### config.mk
export PLATFORM = sky130hd
export DESIGN_NAME = qed_dup_sequencer
export DESIGN_NICKNAME = d
export VERILOG_FILES = /design/src/rtl/qed_pkg.sv /design/src/rtl/qed_sat_counter.sv /design/src/rtl/qed_dup_sequencer.sv
export SDC_FILE = /design/constraint.sdc
export NUM_CORES = 1
export LEC_CHECK = 0
export CAP_MARGIN = 20
export CORE_MARGIN = 3
export CORE_UTILIZATION = 50
export DETAILED_ROUTE_END_ITERATION = 6
export HOLD_SLACK_MARGIN = 0.05
export PLACE_DENSITY = 0.75
export SLEW_MARGIN = 20
export SYNTH_ARGS = -nofsm -noshare
export SYNTH_HDL_FRONTEND = slang
export SYNTH_SLANG_ARGS = --single-unit
### constraint.sdc
create_clock -name clk -period 2.19 [get_ports clk]
set_input_delay 0.657 -clock clk [delete_from_list [all_inputs] [get_ports clk]]
set_output_delay 0.657 -clock clk [all_outputs]
set_load 0.01 [all_outputs]
### src/rtl/qed_pkg.sv
// Shared definitions for the QED duplicate sequencer: phase encoding and default counter width.
package qed_pkg;

    typedef enum logic [1:0] {
        PH_IDLE = 2'b00,
        PH_ORIG = 2'b01,
        PH_DUP  = 2'b10,
        PH_WAIT = 2'b11
    } phase_t;

    localparam int QED_CNT_W = 4;

endpackage

### src/rtl/qed_sat_counter.sv
// Commit counter that saturates at a moving limit and flags any increment attempted at or past it.
module qed_sat_counter
    import qed_pkg::*;
#(
    parameter int W = QED_CNT_W
) (
    input  logic         clk,
    input  logic         rst,
    input  logic         inc,
    input  logic         clr,
    input  logic [W-1:0] limit,
    output logic [W-1:0] cnt,
    output logic         ovf
);

    logic [W-1:0] cnt_q;
    logic [W-1:0] cnt_d;

    always_comb begin
        cnt_d = cnt_q;
        if (clr) begin
            cnt_d = '0;
        end else if (inc && (cnt_q < limit)) begin
            cnt_d = cnt_q + 1'b1;
        end
    end

    // A commit arriving with the count already at the limit retires more than was issued.
    assign ovf = inc && (cnt_q >= limit);
    assign cnt = cnt_q;

    always_ff @(posedge clk) begin
        if (rst) begin
            cnt_q <= '0;
        end else begin
            cnt_q <= cnt_d;
        end
    end

endmodule

### src/rtl/qed_dup_sequencer.sv
// Phase controller for the QED instruction path: ORIG issue, DUP replay, WAIT for commits.
module qed_dup_sequencer
    import qed_pkg::*;
#(
    parameter int MAX_ORIG = 8,
    parameter int CNT_W    = QED_CNT_W,
    parameter int TIMEOUT  = 64
) (
    input  logic             clk,
    input  logic             rst,
    input  logic             ena,
    input  logic             stall_IF,
    input  logic             ifu_vld,
    input  logic             qic_vld,
    input  logic             dup_req,
    input  logic             orig_commit,
    input  logic             dup_commit,
    output logic             exec_dup,
    output logic             qed_hold,
    output logic             qed_ready,
    output logic             qed_err,
    output logic [1:0]       phase,
    output logic [CNT_W-1:0] orig_issued
);

    localparam int               TMR_W      = $clog2(TIMEOUT + 1);
    localparam logic [CNT_W-1:0] MAX_ORIG_C = CNT_W'(MAX_ORIG);
    localparam logic [TMR_W-1:0] TIMEOUT_C  = TMR_W'(TIMEOUT);

    phase_t           phase_q, phase_d;
    logic [CNT_W-1:0] orig_issued_q, orig_issued_d;
    logic [CNT_W-1:0] dup_issued_q, dup_issued_d;
    logic [TMR_W-1:0] wait_tmr_q, wait_tmr_d;
    logic             exec_dup_q, exec_dup_d;
    logic             qed_hold_q, qed_hold_d;
    logic             qed_ready_q, qed_ready_d;
    logic             qed_err_q, qed_err_d;

    logic             o_fire, d_fire, done, cnt_clr;
    logic [CNT_W-1:0] orig_sum, dup_sum, orig_cmt, dup_cmt;
    logic             orig_ovf, dup_ovf;

    assign o_fire   = ifu_vld && !stall_IF && (phase_q == PH_ORIG);
    assign d_fire   = qic_vld && !stall_IF && (phase_q == PH_DUP);
    assign orig_sum = orig_issued_q + {{(CNT_W-1){1'b0}}, o_fire};
    assign dup_sum  = dup_issued_q + {{(CNT_W-1){1'b0}}, d_fire};
    assign done     = (phase_q == PH_WAIT) && (orig_cmt == orig_issued_q)
                      && (dup_cmt == orig_issued_q);

    qed_sat_counter #(.W(CNT_W)) u_orig_cmt (
        .clk   (clk),
        .rst   (rst),
        .inc   (orig_commit && (phase_q != PH_IDLE)),
        .clr   (cnt_clr),
        .limit (orig_issued_q),
        .cnt   (orig_cmt),
        .ovf   (orig_ovf)
    );

    qed_sat_counter #(.W(CNT_W)) u_dup_cmt (
        .clk   (clk),
        .rst   (rst),
        .inc   (dup_commit && (phase_q != PH_IDLE)),
        .clr   (cnt_clr),
        .limit (orig_issued_q),
        .cnt   (dup_cmt),
        .ovf   (dup_ovf)
    );

    always_comb begin
        phase_d       = phase_q;
        orig_issued_d = orig_issued_q;
        dup_issued_d  = dup_issued_q;
        wait_tmr_d    = '0;
        cnt_clr       = 1'b0;
        qed_err_d     = qed_err_q || orig_ovf || dup_ovf;
        case (phase_q)
            PH_IDLE: begin
                if (ena) phase_d = PH_ORIG;
            end
            PH_ORIG: begin
                orig_issued_d = orig_sum;
                if (orig_sum == MAX_ORIG_C) begin
                    phase_d = PH_DUP;
                end else if (dup_req && !stall_IF && (orig_sum != '0)) begin
                    phase_d = PH_DUP;
                end else if (!ena && (orig_sum == '0)) begin
                    phase_d = PH_IDLE;
                end
            end
            PH_DUP: begin
                dup_issued_d = dup_sum;
                if (dup_sum == orig_issued_q) phase_d = PH_WAIT;
            end
            PH_WAIT: begin
                if (done) begin
                    phase_d       = ena ? PH_ORIG : PH_IDLE;
                    orig_issued_d = '0;
                    dup_issued_d  = '0;
                    cnt_clr       = 1'b1;
                end else begin
                    // Timer saturates so the error stays asserted while the round is stuck.
                    wait_tmr_d = (wait_tmr_q == TIMEOUT_C) ? wait_tmr_q : wait_tmr_q + 1'b1;
                    if (wait_tmr_d == TIMEOUT_C) qed_err_d = 1'b1;
                end
            end
            default: phase_d = PH_IDLE;
        endcase
        exec_dup_d  = (phase_d == PH_DUP);
        qed_hold_d  = (phase_d == PH_WAIT);
        qed_ready_d = done;
    end

    always_ff @(posedge clk) begin
        if (rst) begin
            phase_q       <= PH_IDLE;
            orig_issued_q <= '0;
            dup_issued_q  <= '0;
            wait_tmr_q    <= '0;
            exec_dup_q    <= 1'b0;
            qed_hold_q    <= 1'b0;
            qed_ready_q   <= 1'b0;
            qed_err_q     <= 1'b0;
        end else begin
            phase_q       <= phase_d;
            orig_issued_q <= orig_issued_d;
            dup_issued_q  <= dup_issued_d;
            wait_tmr_q    <= wait_tmr_d;
            exec_dup_q    <= exec_dup_d;
            qed_hold_q    <= qed_hold_d;
            qed_ready_q   <= qed_ready_d;
            qed_err_q     <= qed_err_d;
        end
    end

    assign exec_dup    = exec_dup_q;
    assign qed_hold    = qed_hold_q;
    assign qed_ready   = qed_ready_q;
    assign qed_err     = qed_err_q;
    assign phase       = phase_q;
    assign orig_issued = orig_issued_q;

endmodule

==> impl_metrics.toml <==
[synth]
yosysWarnings = 0
synth.yosys.seq_area_share = 0.330
synth-edff-count = 0
synth_async_sr_flop_share = 0
synth_cell_types = 40
synth_cells = 217
syn_nets = 242
synth_area_um2 = 1760
synth_seq_cells = 29
ys.flop_type = "dfxtp_1"
avgSynthCellArea_um2 = 8.11

[timing]
drv_slew = 0
post-route-min-period_ns = 2.19
timing.fmax_mhz = 457
finClkSkew_ns = 0.0106
fin_ws_ns = 0.00206
slew_headroom = 0.692
hold_viol_final = 0
setup_viol = 0
finalCritPeriodShare = 0.999
worstMarginPinSlew_ns = 0.457
rsz0062_at_grt = "true"

[finish]
final_cell_mix = "31 x nor2_1, 29 x dfxtp_1, 20 x buf_4"
stdcell_area_um2 = 2280
antennaDiodeCount = 0
final_common_cell = "nor2_1"
drive_above_1_share = 0.173
instances_no_fill = 304
final_nets = 285
syn_to_final_growth_pct = 29.7

[critical_path]
start_kind = "input port"
r2r_setup_slack_ns = 0.15
path_max_fanout = 3
critPathRequiredTime_ns = 2.47
cp.arrival_ns = 2.47
crit_type = "input port to register"
worstSetupEndpointType = "register"

[hold_path]
hold_path_class = "register to register"

[grt]
grt_start_max_net_pins = 13
grt_use_total = 0.214
antenna_found_initial = 0
grt_pass1_vias = 1627
overflow = 0
grt_pass1_wl_um = 7070

[routing]
avgViaCountPerCell = 5.64
dr_wl_met2_um = 1970
drcViolationCount = 0
postRouteAntennaNets = 0
drt_iter0_drc = 121
first_pass_iters = 4
vias = 1715
wl_met1_um = 1940
highest_layer = "met4"
wl_met3_um = 181
drt-total-wl_um = 4150
routedWlPerCell_um = 13.7

[clocking]
htreeDepth = 2
clk_root_buffer_cell = "clkbuf_4"
cts_made_buffers = 5
clkLatencyLatePin_ns = 0.33
clkTransAtPathRegs_ns = 0.09
hold_buffers = 0
tritoncts = "built"
cts.sinks = 29
clock_path_buffers = 2

[pwr]
pwr-share-comb = 0.089
seqPwrFrac = 0.558
irDropWorstVdd_mv = 0.331
p_switching_uw = 228
intPower_uw = 725
switching_share = 0.239
powerDensity_nw_per_um2 = 417
power.leakage_nw = 0.890
finalPower_uw = 952
power_frac_clock = 0.353

[place]
dpl_cell_area_um2 = 2120
place_ws_ns = -0.500
dpl.hpwl_um = 3020
place_inst = 295
io_buffers = 18
gp_congestion = 0.892

[job]
drv_cap = 0

[die]
rows = 20
coreArea_um2 = 3200
dieArea_um2 = 4270
dieWidth_um = 65.3
initial_utilization = 0.549
ios = 19
die_h_um = 65.3

[status]
status = "completed"
-- Yosys cell counts, types with 3 or more instances --
cell type	n	area, um^2
or4_1	4	30.0
ha_1	16	200
nand2_1	10	37.5
o21ai_0	12	60.1
and3_1	3	18.8
inv_1	15	56.3
or3_1	3	18.8
nand4_1	4	25.0
a22oi_1	5	37.5
nor2_1	32	120
nor3_1	3	15.0
xnor2_1	5	43.8
xor2_1	7	61.3
a21oi_1	18	90.1
nand3_1	13	65.1
o31ai_1	5	37.5
dfxtp_1	29	581
nand2b_1	4	25.0
-- power by group through the flow --
stage / logic, mW / clock network, mW / registers [mW]
6_report: 0.0844 / 0.336 / 0.532
2_1_floorplan: 0.0354 / 0 / 0.545
3_5_place_dp: 0.0788 / 0 / 0.544
3_3_place_gp: 0.0786 / 0 / 0.544
5_1_grt: 0.0919 / 0.371 / 0.532
4_1_cts: 0.0801 / 0.347 / 0.532
-- path summary, 6_finish.rpt --
path	cells past startpoint	endpoint	start
worst max-delay path	9	qed_hold$_SDFF_PP0_	ifu_vld
worst min-delay path	2	u_orig_cmt.cnt[3]$_SDFFE_PP0P_	u_orig_cmt.cnt[3]$_SDFFE_PP0P_
worst max register to register	10	qed_hold$_SDFF_PP0_	phase[0]$_SDFF_PP0_
worst min register to register	2	u_orig_cmt.cnt[3]$_SDFFE_PP0P_	u_orig_cmt.cnt[3]$_SDFFE_PP0P_
-- cells by family (layout without fill, tap and decap cells) --
| group | count (synthesis) | count (layout) | share of synthesized area |
|---|---|---|---|
| compound gates | 57 | 57 | 0.217 |
| xor+xnor | 12 | 12 | 0.0597 |
| fa+ha+maj | 16 | 16 | 0.114 |
| buf+inv | 18 | 61 | 0.0398 |
| flops | 29 | 29 | 0.330 |
| mux | 2 | 2 | 0.0114 |
| simple gates | 83 | 83 | 0.228 |
-- sequential cells by signal, summed over array words and instances (netlist names) --
name            cells
wait_tmr_q          7
dup_issued_q        4
orig_issued         4
u_dup_cmt.cnt       4
u_orig_cmt.cnt      4
phase               2
exec_dup            1
qed_err             1
qed_hold            1
qed_ready           1
-- metrics by stage --
stage,hold WS [ns],util,TNS (ns)
floorplan,0.456,-,0
global placement,0.480,0.663,-2.23
detailed placement,0.488,0.663,-2.48
CTS,0.500,0.699,0
global route,0.550,0.712,-0.136
finish,0.499,0.712,0
-- final cells by class --
cell class              instances  area [um^2]
repair buffers                 39          344
flip-flops and latches         29          581
fillers                       271          922
well taps                      44         55.1
inverters                      15         56.3
multi-input cells             170         1190
clock buffers                   7         55.1
-- what timing repair did --
action                                  CTS  global route
setup buffers                             1             1
cloned                                    0             0
pin swaps                                 6             3
gates resized for setup                   8             7
endpoints found under the setup margin    4             4
-- worst max-delay path, cell delays in order --
cell and delay (ns):
clkdlybuf4s50_1 0.46, and3_1 0.15, ha_2 0.21, ha_4 0.22, nor2_4 0.09, nand3_2 0.11
a31o_4 0.24, o221a_2 0.23, nor2_1 0.09
-- metal layers --
metal | vias up | track usage
li1 | 873 | -
met1 | 797 | 0.256
met2 | 37 | 0.360
met3 | 8 | 0.0598
met4 | 0 | 0.0855
met5 | - | 0
Power figures use the tool's default switching activity.
==> patch 1: new RTL, config.mk and constraints unchanged <==
`QED_CNT_W`: 4 -> 3.
--- a/src/rtl/qed_pkg.sv
+++ b/src/rtl/qed_pkg.sv
@@ -8,7 +8,7 @@
         PH_WAIT = 2'b11
     } phase_t;
 
-    localparam int QED_CNT_W = 4;
+    localparam int QED_CNT_W = 3;
 
 endpackage
 
Ports: changed (resized orig_issued); port bits go from 19 to 18. No check against the original RTL was run, so the function may have changed too.
==> patch 1 against the unedited design <==
  * Via count is 26% lower
  * Worst setup slack improved by 95 ps
  * Sequential share of layout area increased by 1.9 points
  * Wire length is 22% lower
  * Fmax grew 4.6%
  * Design area down 19%
  * Critical path type is now reg -> out
  * Synthesized area fell by 16%
  * Clock skew increased by 3.3 ps
  * Critical path depth fell by 8
  * First-iteration DRC count down 65%
  * Sequential cell count down 4
Power is not compared: it rests on default switching activity, and its combinational part moved more than twofold at a synthesized area within 25%.
==> patch 1: results (changes against the unedited design) <==
** Timing
- Slew at the pin with the worst max-slew slack :: 392 ps (was 457 ps)
- Clock skew after layout :: 13.9 ps (was 10.6 ps)
- The share of the clock period used by the worst path after layout was 95.5% (was 99.9%).

** Global route
- Total GRT Usage :: 19.8% (was 21.4%)
- Maximum number of pins on one net before global-route repair :: 16 (was 13)
- The global-route wire length before repair came to 5500 um (was 7070 um).
- The number of global-route vias before repair came to 1259 (was 1627).

** Drt
- Iteration-0 DRC count of the detailed router :: 42 (was 121)
- The vias per cell came to 5.63 (was 5.64).
- The routed wire length came to 3250 um (was 4150 um).
- Routed wire per std cell :: 14.5 um (was 13.7 um)

** Worst setup path
- The worst path arrival time came to 1440 ps (was 2470 ps).
- Family with the most delay on the worst path :: buffers and inverters (was compound AO/OA/AOI/OAI gates)
- CP Capture Point :: orig_issued[0] (was qed_hold)
- The reg-to-reg critical path endpoint was exec_dup (was qed_hold).
- Crit-path max FO :: 6 (was 3)
- The cell count of the worst reg-to-reg path is 9 (was 10).
- Crit path largest cell delay :: 600 ps (was 460 ps)
- The origin of the worst setup path was orig_issued[0] (was ifu_vld).

** CTS
- Clock latency on the worst-skew pair :: 310 ps (was 330 ps)
- H-tree lvl count :: 1 (was 2)
- The number of buffers created by CTS came to 3 (was 5).
- Clock transition at the register clock pins on the worst setup and hold paths after CTS :: 120 ps (was 90 ps)
- The post-cts sizing count came to 17 (was 8).

** Yosys
- Synth top cells by count :: sky130_fd_sc_hd__nor2_1 (28), sky130_fd_sc_hd__dfxtp_1 (25), sky130_fd_sc_hd__ha_1 (14), sky130_fd_sc_hd__inv_1 (9) (was sky130_fd_sc_hd__nor2_1 (32), sky130_fd_sc_hd__dfxtp_1 (29), sky130_fd_sc_hd__a21oi_1 (18), sky130_fd_sc_hd__ha_1 (16), sky130_fd_sc_hd__inv_1 (15))
- The count of distinct cell types in the synthesized netlist came to 43 (was 40).
- The instance count of the mapped netlist was 168 (was 217).
- The synthesized net count was 191 (was 242).
- Part of the Yosys area used for sequential elements :: 34.0% (was 33.0%)
- Dominant cells by area after synthesis: sky130_fd_sc_hd__dfxtp_1 (34%), sky130_fd_sc_hd__ha_1 (12%), sky130_fd_sc_hd__nor2_1 (7.1%) (was sky130_fd_sc_hd__dfxtp_1 (33%), sky130_fd_sc_hd__ha_1 (11%), sky130_fd_sc_hd__nor2_1 (6.8%)).

** Min path
- The beginning of the worst hold path is u_orig_cmt.cnt[1] (was u_orig_cmt.cnt[3]).
- Worst hold path endpoint :: u_orig_cmt.cnt[1] (was u_orig_cmt.cnt[3])

** Final layout
- The number of fillers in the final layout was 221 (was 271).
- # nets final :: 217 (was 285)
- The ratio of cells with drive above 1 in the final layout is 18.7% (was 17.3%).

** Placed design
- The setup slack at placement came to -574 ps (was -500 ps).
- The weighted congestion at the end of routability-driven global placement is 0.920 (was 0.892).
- The total half-perimeter wirelength after legalization and detailed placement was 2480 um (was 3020 um).
- Number of port buffers :: 17 (was 18)
- The post-placement cell area is 1710 um2 (was 2120 um2).

** Status
- Status: finished clean (unchanged).

** Power and ir drop
- Of the total power, combinational logic draws 27.1%.
[patch 1: metal layers]
metal,vias up,part of all wire [%],track usage [%]
li1,643,-,-
met1,592,46,25.7
met2,22,50,33.5
met3,4,3.0,2.38
met4,0,0.83,7.28
met5,-,0,0
[patch 1: logic make-up after synthesis]
logic type | count (synthesis) | share of synthesized area [%]
buf+inv | 15 | 4.68
fa+ha+maj | 14 | 11.9
flops | 25 | 34.0
xor+xnor | 15 | 8.94
compound gates | 31 | 15.1
mux | 1 | 0.681
simple gates | 67 | 24.7
[patch 1: layout make-up]
cell class              count  area [um2]  area share (%)
clock buffers               3        22.5            1.23
clock inverters             1        5.00           0.272
inverters                   9        33.8            1.84
multi-input cells         128         993            54.1
flip-flops and latches     25         503            27.4
well taps                  31        38.8            2.11
repair buffers             27         241            13.1
[patch 1: metrics by stage]
stage	hold slack, ps	TNS [ps]
finish	507	0
detailed placement	495	-2830
global route	542	0
global placement	470	-2280
floorplan	457	0
CTS	513	0
==> patch 2: new RTL, config.mk and constraints unchanged <==
Made on the original files. Reset style: asynchronous (`rst`), changed in 2 clocked blocks.
--- a/src/rtl/qed_sat_counter.sv
+++ b/src/rtl/qed_sat_counter.sv
@@ -29,7 +29,7 @@
     assign ovf = inc && (cnt_q >= limit);
     assign cnt = cnt_q;
 
-    always_ff @(posedge clk) begin
+    always_ff @(posedge clk or posedge rst) begin
         if (rst) begin
             cnt_q <= '0;
         end else begin
--- a/src/rtl/qed_dup_sequencer.sv
+++ b/src/rtl/qed_dup_sequencer.sv
@@ -111,7 +111,7 @@
         qed_ready_d = done;
     end
 
-    always_ff @(posedge clk) begin
+    always_ff @(posedge clk or posedge rst) begin
         if (rst) begin
             phase_q       <= PH_IDLE;
             orig_issued_q <= '0;
Formal check against the unedited RTL: differs if rst is asserted again (counterexample within 4 cycles, from zero or initial values and one cycle with rst high); with rst held inactive, the same outputs for 10 cycles.
==> patch 2 against the unedited design <==
  * The run now ends with negative setup slack left
  * Worst setup slack got worse by 12 ps
  * Sequential cell count did not move
  * Synthesized area grew 1.1%
  * Design area is 0.60% higher
  * Utilization fell by 3.5 points
  * Critical path depth did not move
  * Wire length decreased by 1.5%
  * Register-to-register slack got worse by 110 ps
  * Worst hold slack about the same
  * Critical path type unchanged
Power is left out: it rests on default switching activity, and per cell area and clock period it moved more than threefold.
==> patch 2: results (changes against the unedited design) <==
** Drt
- The detailed-routed wire length on met2 was 2060 um (was 1970 um).
- The routed wire length is 4090 um (was 4150 um).
- Vias/cell :: 5.55 (was 5.64)
- Routed metal-1 wire length :: 1780 um (was 1940 um)
- Routed wire per std cell :: 14.7 um (was 13.7 um)
- The violation count after the first detailed-routing iteration is 105 (was 121).
- Routed length on met3 :: 188 um (was 181 um)

** Worst setup path
- Worst reg2reg path startpoint :: phase[1] (was phase[0])
- Internal reg-to-reg setup slack :: 40 ps (was 150 ps)
- Capture point of the worst reg-to-reg path :: exec_dup (was qed_hold)

** Timing
- The worst hold slack across all endpoints was 499 ps (about the same).
- Final number of setup-violating endpoints :: 1 (was 0)
- The final worst setup slack was -10.1 ps (was 2.06 ps).
- Total negative slack for setup checks :: -10.1 ps (was 0 ps)

** Yosys
- Net count of the mapped netlist :: 214 (was 242)
- Dominant cells by area after synthesis: sky130_fd_sc_hd__dfrtp_1 (41%), sky130_fd_sc_hd__ha_1 (11%), sky130_fd_sc_hd__xnor2_1 (6.9%) (was sky130_fd_sc_hd__dfxtp_1 (33%), sky130_fd_sc_hd__ha_1 (11%), sky130_fd_sc_hd__nor2_1 (6.8%)).
- Count of cell types in the netlist :: 36 (was 40)
- Part of the Yosys area used for sequential elements :: 40.8% (was 33.0%)

** Status
- The checks that failed: negative setup slack.
- Status: finished, violations left (was finished clean).

** Placed design
- Placement Setup Slack :: -524 ps (was -500 ps)

** Global route
- The global-route usage over all layers came to 21.9% (was 21.4%).
- Global Route met1 Usage :: 26.7% (was 25.6%)
- The global-route wire length before repair came to 7130 um (was 7070 um).
- The number of global-route vias before repair came to 1537 (was 1627).

** Final layout
- Fraction of final layout cells sized beyond drive strength 1 :: 21.6% (was 17.3%)
- The area added between synthesis and finish came to 29.0% (was 29.7%).
patch 2: cell count changes after synthesis, sizes merged, moves of 5 or more:
cell	before	now
dfxtp	29	0
xnor2	5	14
a21oi	18	6
nor2	32	22
nand2	10	18
a22oi	5	0
dfrtp	0	29
patch 2: cell families (layout without fill, tap and decap cells):
logic type,after synthesis,in the layout,synth area share [%]
buffers and inverters,16,59,3.73
AND/OR/NAND/NOR,72,72,19.5
AO/OA/AOI/OAI,32,32,12.7
flip-flops,29,29,40.8
adder cells (fa/ha/maj),16,16,11.3
XOR/XNOR,22,22,10.8
multiplexers,2,2,1.13
patch 2: area by class of cell:
class / instances / area share [%]
clock buffers: 6 / 1.80
inverters: 11 / 1.80
well taps: 46 / 2.51
flip-flops and latches: 29 / 31.7
multi-input cells: 144 / 46.7
clock inverters: 2 / 0.436
repair buffers: 40 / 15.0
patch 2: how the worst max path moves through the flow:
stage                   from       end  slack, ps  depth (start not counted)
floorplan           phase[0]  exec_dup          8                         11
global placement    stall_IF  exec_dup       -490                         10
detailed placement  stall_IF  exec_dup       -520                         10
CTS                  qic_vld  exec_dup         20                          9
global route        phase[1]  exec_dup        -70                          9
finish               qic_vld  exec_dup        -10                          9
patch 2: what timing repair did:
| item | in CTS | in global routing |
|---|---|---|
| gates resized for setup | 6 | 7 |
| setup endpoints to repair | 3 | 7 |
| buffers inserted | 2 | 4 |
| pin swaps | 8 | 6 |
patch 2: worst register-to-register path, delay by kind of cell (launching register included):
kind | cells | cell delay [ps]
buffers and inverters | 1 | 90
DFF | 1 | 430
AOI/OAI and AO/OA | 2 | 460
and+or+nand+nor | 4 | 620
adders and majority gates | 2 | 440
